===== config.mk =====
export PLATFORM = sky130hd
export DESIGN_NAME = reg_bus_arbiter
export DESIGN_NICKNAME = d
export VERILOG_FILES = /design/src/rtl/reg_bus_arbiter.sv
export SDC_FILE = /design/constraint.sdc
export NUM_CORES = 1
export LEC_CHECK = 0
export CAP_MARGIN = 20
export CORE_MARGIN = 8
export CORE_UTILIZATION = 36
export CTS_CLUSTER_DIAMETER = 60
export DETAILED_ROUTE_END_ITERATION = 6
export PLACE_DENSITY = 0.77
export REMOVE_ABC_BUFFERS = 1
export SKIP_CTS_REPAIR_TIMING = 1
export SYNTH_ARGS = -nofsm -noshare
export SYNTH_HDL_FRONTEND = slang
export SYNTH_SLANG_ARGS = --single-unit

===== constraint.sdc =====
create_clock -name clk -period 1.53 [get_ports clk]
set_input_delay 0.153 -clock clk [delete_from_list [all_inputs] [get_ports clk]]
set_output_delay 0.153 -clock clk [all_outputs]
set_load 0.02 [all_outputs]

===== src/rtl/reg_bus_arbiter.sv =====
// Round-robin arbiter granting four requesters single-cycle access to a 4-register bank.
// Optional REG_ARB_LOCK_EN adds req_lock for back-to-back transfers by the current winner.
module reg_bus_arbiter #(
    parameter int    UUID   = 0,
    parameter string NAME   = "",
    parameter int    DATA_W = 8
) (
    input  logic                  clk,
    input  logic                  rst,
    input  logic [3:0]            req,
    input  logic [3:0]            req_we,
    input  logic [7:0]            req_addr,
    input  logic [4*DATA_W-1:0]   req_wdata,
`ifdef REG_ARB_LOCK_EN
    input  logic [3:0]            req_lock,
`endif
    output logic [3:0]            gnt,
    output logic [3:0]            done,
    output logic [DATA_W-1:0]     rdata,
    output logic                  busy,
    output logic [3:0]            reg_rd_en,
    output logic [3:0]            reg_wr_en,
    output logic [DATA_W-1:0]     reg_wdata,
    input  logic [DATA_W-1:0]     reg_rdata
);

    typedef enum logic [1:0] {
        IDLE = 2'd0,
        XFER = 2'd1,
        RESP = 2'd2
    } state_t;

    state_t              state, state_nxt;
    logic [1:0]          ptr;
    logic [1:0]          win;
    logic                l_we;
    logic [1:0]          l_addr;
    logic [DATA_W-1:0]   l_wdata;

    logic [1:0]          arb_idx;
    logic [1:0]          load_idx;
    logic                load;
    logic                capture;
    logic                ptr_upd;

    // First requester found scanning ptr+1, ptr+2, ptr+3, ptr (mod 4).
    always_comb begin
        arb_idx = ptr;
        for (int unsigned i = 4; i >= 1; i--) begin
            logic [1:0] idx;
            idx = ptr + 2'(i);
            if (req[idx]) arb_idx = idx;
        end
    end

    always_ff @(posedge clk or posedge rst) begin
        if (rst) state <= IDLE;
        else     state <= state_nxt;
    end

    always_comb begin
        state_nxt = state;
        gnt       = '0;
        done      = '0;
        reg_rd_en = '0;
        reg_wr_en = '0;
        reg_wdata = '0;
        load      = 1'b0;
        load_idx  = arb_idx;
        capture   = 1'b0;
        ptr_upd   = 1'b0;
        busy      = (state != IDLE);
        case (state)
            IDLE: begin
                if (|req) begin
                    load      = 1'b1;
                    state_nxt = XFER;
                end
            end
            XFER: begin
                gnt[win] = 1'b1;
                if (l_we) begin
                    reg_wr_en[l_addr] = 1'b1;
                    reg_wdata         = l_wdata;
                end else begin
                    reg_rd_en[l_addr] = 1'b1;
                    capture           = 1'b1;
                end
                state_nxt = RESP;
            end
            RESP: begin
                done[win] = 1'b1;
`ifdef REG_ARB_LOCK_EN
                if (req[win] && req_lock[win]) begin
                    load      = 1'b1;
                    load_idx  = win;
                    state_nxt = XFER;
                end else begin
                    ptr_upd   = 1'b1;
                    state_nxt = IDLE;
                end
`else
                ptr_upd   = 1'b1;
                state_nxt = IDLE;
`endif
            end
            default: state_nxt = IDLE;
        endcase
    end

    always_ff @(posedge clk or posedge rst) begin
        if (rst) begin
            ptr     <= 2'd3;
            win     <= '0;
            l_we    <= 1'b0;
            l_addr  <= '0;
            l_wdata <= '0;
            rdata   <= '0;
        end else begin
            if (load) begin
                win     <= load_idx;
                l_we    <= req_we[load_idx];
                l_addr  <= req_addr[2*int'(load_idx) +: 2];
                l_wdata <= req_wdata[DATA_W*int'(load_idx) +: DATA_W];
            end
            if (capture) rdata <= reg_rdata;
            if (ptr_upd) ptr   <= win;
        end
    end

endmodule


Word level (Yosys, flattened, before mapping)
Cells that the tools add are included.
Storage, ports and cells
  logic and storage cells: 58
  register bits: 25
  input port bits: 58
  output and inout port bits: 33
Cells by class
  $add $sub $neg: 3
  $lt $le $gt $ge: 8
  equality and inequality tests: 3
  reductions and logical operators: 5
  multiplexer cells: 30
  shift-type cells: 2
Operators by type and width (number)
  indexed part select 32 x 6 -> 8 bit: 1
  two-way mux 4 bit: 6
  less-than comparator 2 x 3 -> 1 bit, second input constant: 6
  two-way mux 8 bit: 2
  two-way mux 1 bit: 11
  binary-select mux 1 bit (select 2 bit): 4
  two-way mux 2 bit: 4
  indexed part select 8 x 4 -> 2 bit: 1
  adder 2 bit, second input constant: 2
  demux 1 bit (select 2 bit): 2
  >= comparator 2 x 1 -> 1 bit, second input constant: 2
  one-hot mux 2 bit (2 select lines): 1
  OR reduction 4 bit: 1
  adder 2 x 1 -> 2 bit, second input constant: 1
  == test 2 x 1 -> 1 bit, second input constant: 1
  == test 2 bit, second input constant: 1
  logical AND 1 bit: 2
  zero test 2 bit: 1
  != test 2 bit, second input constant: 1
  nonzero test 2 bit: 1

Longest topological paths before layout
  word-level depth: 8
  gate-level depth with buffers: 6

Least setup slack after synthesis
No wires, ideal clock.
  path type: reg-to-reg
  start point: register ptr[0]
  end point: register l_addr[1]
  cell stages (with the launch flop): 7
  slack: -0.015 ns
  library setup time: 0.129 ns
  arrival time: 1.416 ns
  clock period less this slack: 1.545 ns
  path through: dfstp_2 -> nor2b_2 -> o21ai_2 -> nand3_4 -> buf_8 -> a221oi_2 -> a211oi_2
On the way
  cells in the longest elaborated chain, start to end: 7
RTL lines
  from (decl): line 34  | logic [1:0] ptr;
  from (signal assigned): line 127  | if (ptr_upd) ptr <= win;
  adder 2 bit: line 51  | idx = ptr + 2'(i);
  binary-select mux 1 bit (select 2 bit): line 52  | if (req[idx]) arb_idx = idx;
  two-way mux 1 bit (implied by the code): line 52
  two-way mux 2 bit (2 in series): line 52
  two-way mux 2 bit *: line 52
  indexed part select 8 x 4 -> 2 bit *: line 123  | l_addr <= req_addr[2*int'(load_idx) +: 2];
  to (signal assigned): line 123
  to (decl): line 37  | logic [1:0] l_addr;
Mark *: on every way between the ends. The rest lies on a longest branch, timed or not. The select of a mux whose other input is x is not followed.
A chain may end at the register's enable or synchronous reset.

Worst setup path after layout
Ends and elaborated chain as after synthesis.

==> results <==
- The final reports fail on setup timing.
- The element type at the critical path end is a flop.
- The number of antenna violations at the first check in global routing is 0.
- Along the worst path, the maximum fanout reaches 6.
- The number of flops mapped to enable cells by yosys is 0.
- The final period demand of the worst path is 1.66 ns.
- The number of nets at the end of the flow is roughly 340.
- For this run, the total global-route usage over all layers was measured as between 10% and 20%.
- The number of detailed-route iterations in the first pass is 2.
- Setup repair after global routing could not meet its margin everywhere.
- The number of hold violations in the final report was 0.
- In this design, the largest share of critical-path delay is due to flip-flops.
- Measured against its own limit, the worst slew margin works out to between 70 and 80%.
- The cell area that synthesis handed to floorplanning was approximately 1700 sq um.
- On the final layout, the worst clock skew is 0.00561 ns.
- Clock tree synthesis found a total of 25 sinks.
- The area of the core region is about 4700 sq um.
- For the pin with the worst max-slew slack, the measured transition is 0.326 ns.
- Summed over all instances, the cell type with the most area after synthesis is sky130_fd_sc_hd__dfrtp_1.
- The count of nets left with antenna violations once routing finished came out at 0.
- The required time of the critical path is roughly 1.7 ns.
- At the worst endpoint, the arrival time is 1.84 ns.
- The number of diodes is 0.
- The total die area is 7300 sq um.
- The clock tree from TritonCTS is done.
- The total wire length is between 5000 and 6000 microns.
- The maximum number of pins on one net before global-route repair is 26.
- In the routed design, unresolved DRC markers number 0.
- The setup violation total in the final timing report is 12.
- From bottom edge to top edge, the die measures roughly 85 microns.
- The static leakage is 1.30 nW.
- The synthesis-stage register bit count is 25.
- The synthesis warning total is 0.
- The slowest stage cell on the critical path is sky130_fd_sc_hd__dfstp_2.
- The area growth from synthesis to final layout is 80.3%.
- The fraction of layout cells with a size suffix above 1 is around 44%.
- The leading register cell type out of synthesis is sky130_fd_sc_hd__dfrtp_1.
- The share of the clock period used by the worst path after layout is 108%.
- The global-route wire length before repair is approximately 8600 microns.
- The fraction of registers with async set/reset is 100%.
- The CTS H-tree depth is 1.
- The final weighted congestion in routability-driven placement is between 0.7 and 0.8.
- By area the synthesized netlist is led by sky130_fd_sc_hd__dfrtp_1, sky130_fd_sc_hd__a221oi_2, sky130_fd_sc_hd__a211oi_2.
- The buffer type at the clock tree root is sky130_fd_sc_hd__clkbuf_8.
- Dividing the synthesized area by the synthesized cell count gives 11.0 sq um.
- The tightest hold path in the finished design has a slack of about 0.23 ns.
- The number of standard cells after synthesis is between 150 and 200.
- The flow ran to the end, but the final reports show violations.
- The count of max-cap constraint violations is 0.
- The signal on the critical path passes through nor2b_4 -> o21ai_4 -> nand3_4 -> buf_8 -> mux2i_1 -> a211oi_2.
- Total power for the finished layout comes to around 0.006 W.
- The total overflow left after global routing is 0.
- The number of slew-limit violations in the final report is 0.
- Power spread over the standard cell area amounts to a little under 2000 nW/um^2.
- The number of buffers created by CTS is 3.
- For the worst-skew pair, the clock arrives at the later sink with an insertion delay of ~0.27 ns.
- between 90 and 100 I/O pins were placed.
- For this configuration, the core starts out at a cell density of between 30% and 40%.
- The post-placement worst setup slack is -0.429 ns.
- The quantity of I/O buffers inserted on ports is 90.
- The number of buffers on the longest clock path is 2.
- The routed via count is 1648.
- Setup slack on the critical path of the routed design comes to -0.128 ns.
- The portion of the post-synthesis area used by sequential elements is roughly 36%.
- The stage delay of the slowest cell on the critical path is slightly above 0.6 ns.
- Yosys mapped the design onto 36 distinct sky130hd cell types.
- In this run, the number of DRC markers left after iteration 0 of detailed routing was 30.
- The final HPWL from detailed placement is roughly 4200 microns.
- The worst supply voltage drop on vdd is ~0.70 mV.
- The standard-cell row count is 25.
- The horizontal die dimension is ~85 microns.
- The via-per-instance ratio is around 5.0.
- Static timing analysis puts the maximum clock frequency at 603 MHz.
- After clock tree synthesis, the clock-pin slew on the worst setup and hold paths is 0.09 ns.
- The routed length per placed instance is about 17 microns.
- Fill cells in the final layout number 353.
- The number of buffers and inverters on the critical path is 1.
- The critical path is of the flop to flop type.
- The number of global-route vias before repair was between 1500 and 2000.
- The kind of start point of the critical path is a flop.
- Summed over its instances, the top area cell type makes up about a third of the synthesized netlist area.
- The type of the worst min-delay path is input pin to async pin.
-- tightest hold or removal path: cells and delay by family --
kind	cells	cell delay (ns)
buffers and inverters	3	0.74
-- metal layers --
metal	routed length (microns)	vias to the layer above	global-route usage, %
met3	434	5	5.69
met5	0	-	0
met4	42	0	3.34
met2	2700	68	25.2
li1	-	815	-
met1	2330	760	16.0
-- sequential cells by signal (all words and copies together) (netlist names) --
signal and flops:
ptr 2, win 2, l_addr 2, l_wdata 8
state 2, rdata 8, l_we 1
-- layout make-up --
cell class                      count  area, sq um  area share [%]
Clock buffer                        3         41.3            1.32
Clock inverter                      1         5.00           0.160
Inverter                            2         10.0           0.320
Multi-Input combinational cell    122         1190            38.2
Sequential cell                    25          629            20.1
Tap cell                           54         67.6            2.16
Timing Repair Buffer              123         1180            37.8
-- power by group --
part           switching, W  leakage [nW]  internal (W)
clock network      0.000203        0.0255      0.000182
registers          0.000307         0.285       0.00103
logic               0.00204         0.993       0.00226
total               0.00255          1.30       0.00347
-- logic make-up after synthesis --
| logic type | share of synthesized area (%) |
|---|---|
| simple gates | 23.7 |
| flops | 36.2 |
| buf+inv | 5.33 |
| mux | 12.8 |
| compound gates | 22.0 |
-- cells in the mapped netlist (3+ instances only) --
master                      n
sky130_fd_sc_hd__a211oi_2  11
sky130_fd_sc_hd__a221oi_2  10
sky130_fd_sc_hd__and2_1    11
sky130_fd_sc_hd__and3_1     9
sky130_fd_sc_hd__buf_8      3
sky130_fd_sc_hd__dfrtp_1   23
sky130_fd_sc_hd__mux2_2    10
sky130_fd_sc_hd__mux2i_1   11
sky130_fd_sc_hd__nand2_1    4
sky130_fd_sc_hd__nand2b_1   7
sky130_fd_sc_hd__nor2_1    24
sky130_fd_sc_hd__nor3_1     5
-- through the flow --
stage                     utilization (%)  cells  area (sq um)  setup TNS [ns]
after detailed placement             61.0    320          2860           -7.42
after floorplan                         -    149          1650           -1.67
after global placement               61.0    320          2860           -6.46
final                                66.7    330          3130           -1.26
after CTS                            61.9    324          2910          -13.21
after global routing                 66.7    330          3130           -2.38
-- cells in the final DEF (no fill, tap or decap), types with 5 or more instances in the layout --
cell type	count
sky130_fd_sc_hd__a211oi_2	11
sky130_fd_sc_hd__a221oi_4	9
sky130_fd_sc_hd__and2_1	11
sky130_fd_sc_hd__and3_1	7
sky130_fd_sc_hd__buf_12	6
sky130_fd_sc_hd__buf_4	33
sky130_fd_sc_hd__buf_6	6
sky130_fd_sc_hd__clkbuf_2	7
sky130_fd_sc_hd__clkdlybuf4s50_1	65
sky130_fd_sc_hd__dfrtp_1	22
sky130_fd_sc_hd__mux2_2	10
sky130_fd_sc_hd__mux2i_1	10
sky130_fd_sc_hd__nand2b_1	5
sky130_fd_sc_hd__nor2_1	22
-- worst paths after layout --
kind | from | to | slack, ns | cells after the start
max | ptr[0] | l_addr[1] | -0.13 | 6
min | rst | rdata[6] | 0.23 | 3
max reg2reg | ptr[0] | l_addr[1] | -0.13 | 6
min reg2reg | rdata[5] | rdata[5] | 0.51 | 1
max in group asynchronous | rst | ptr[1] | 1.00 | 3
min in group clk | reg_rdata[6] | rdata[6] | 0.50 | 2
(Power assumes the default switching activity.)
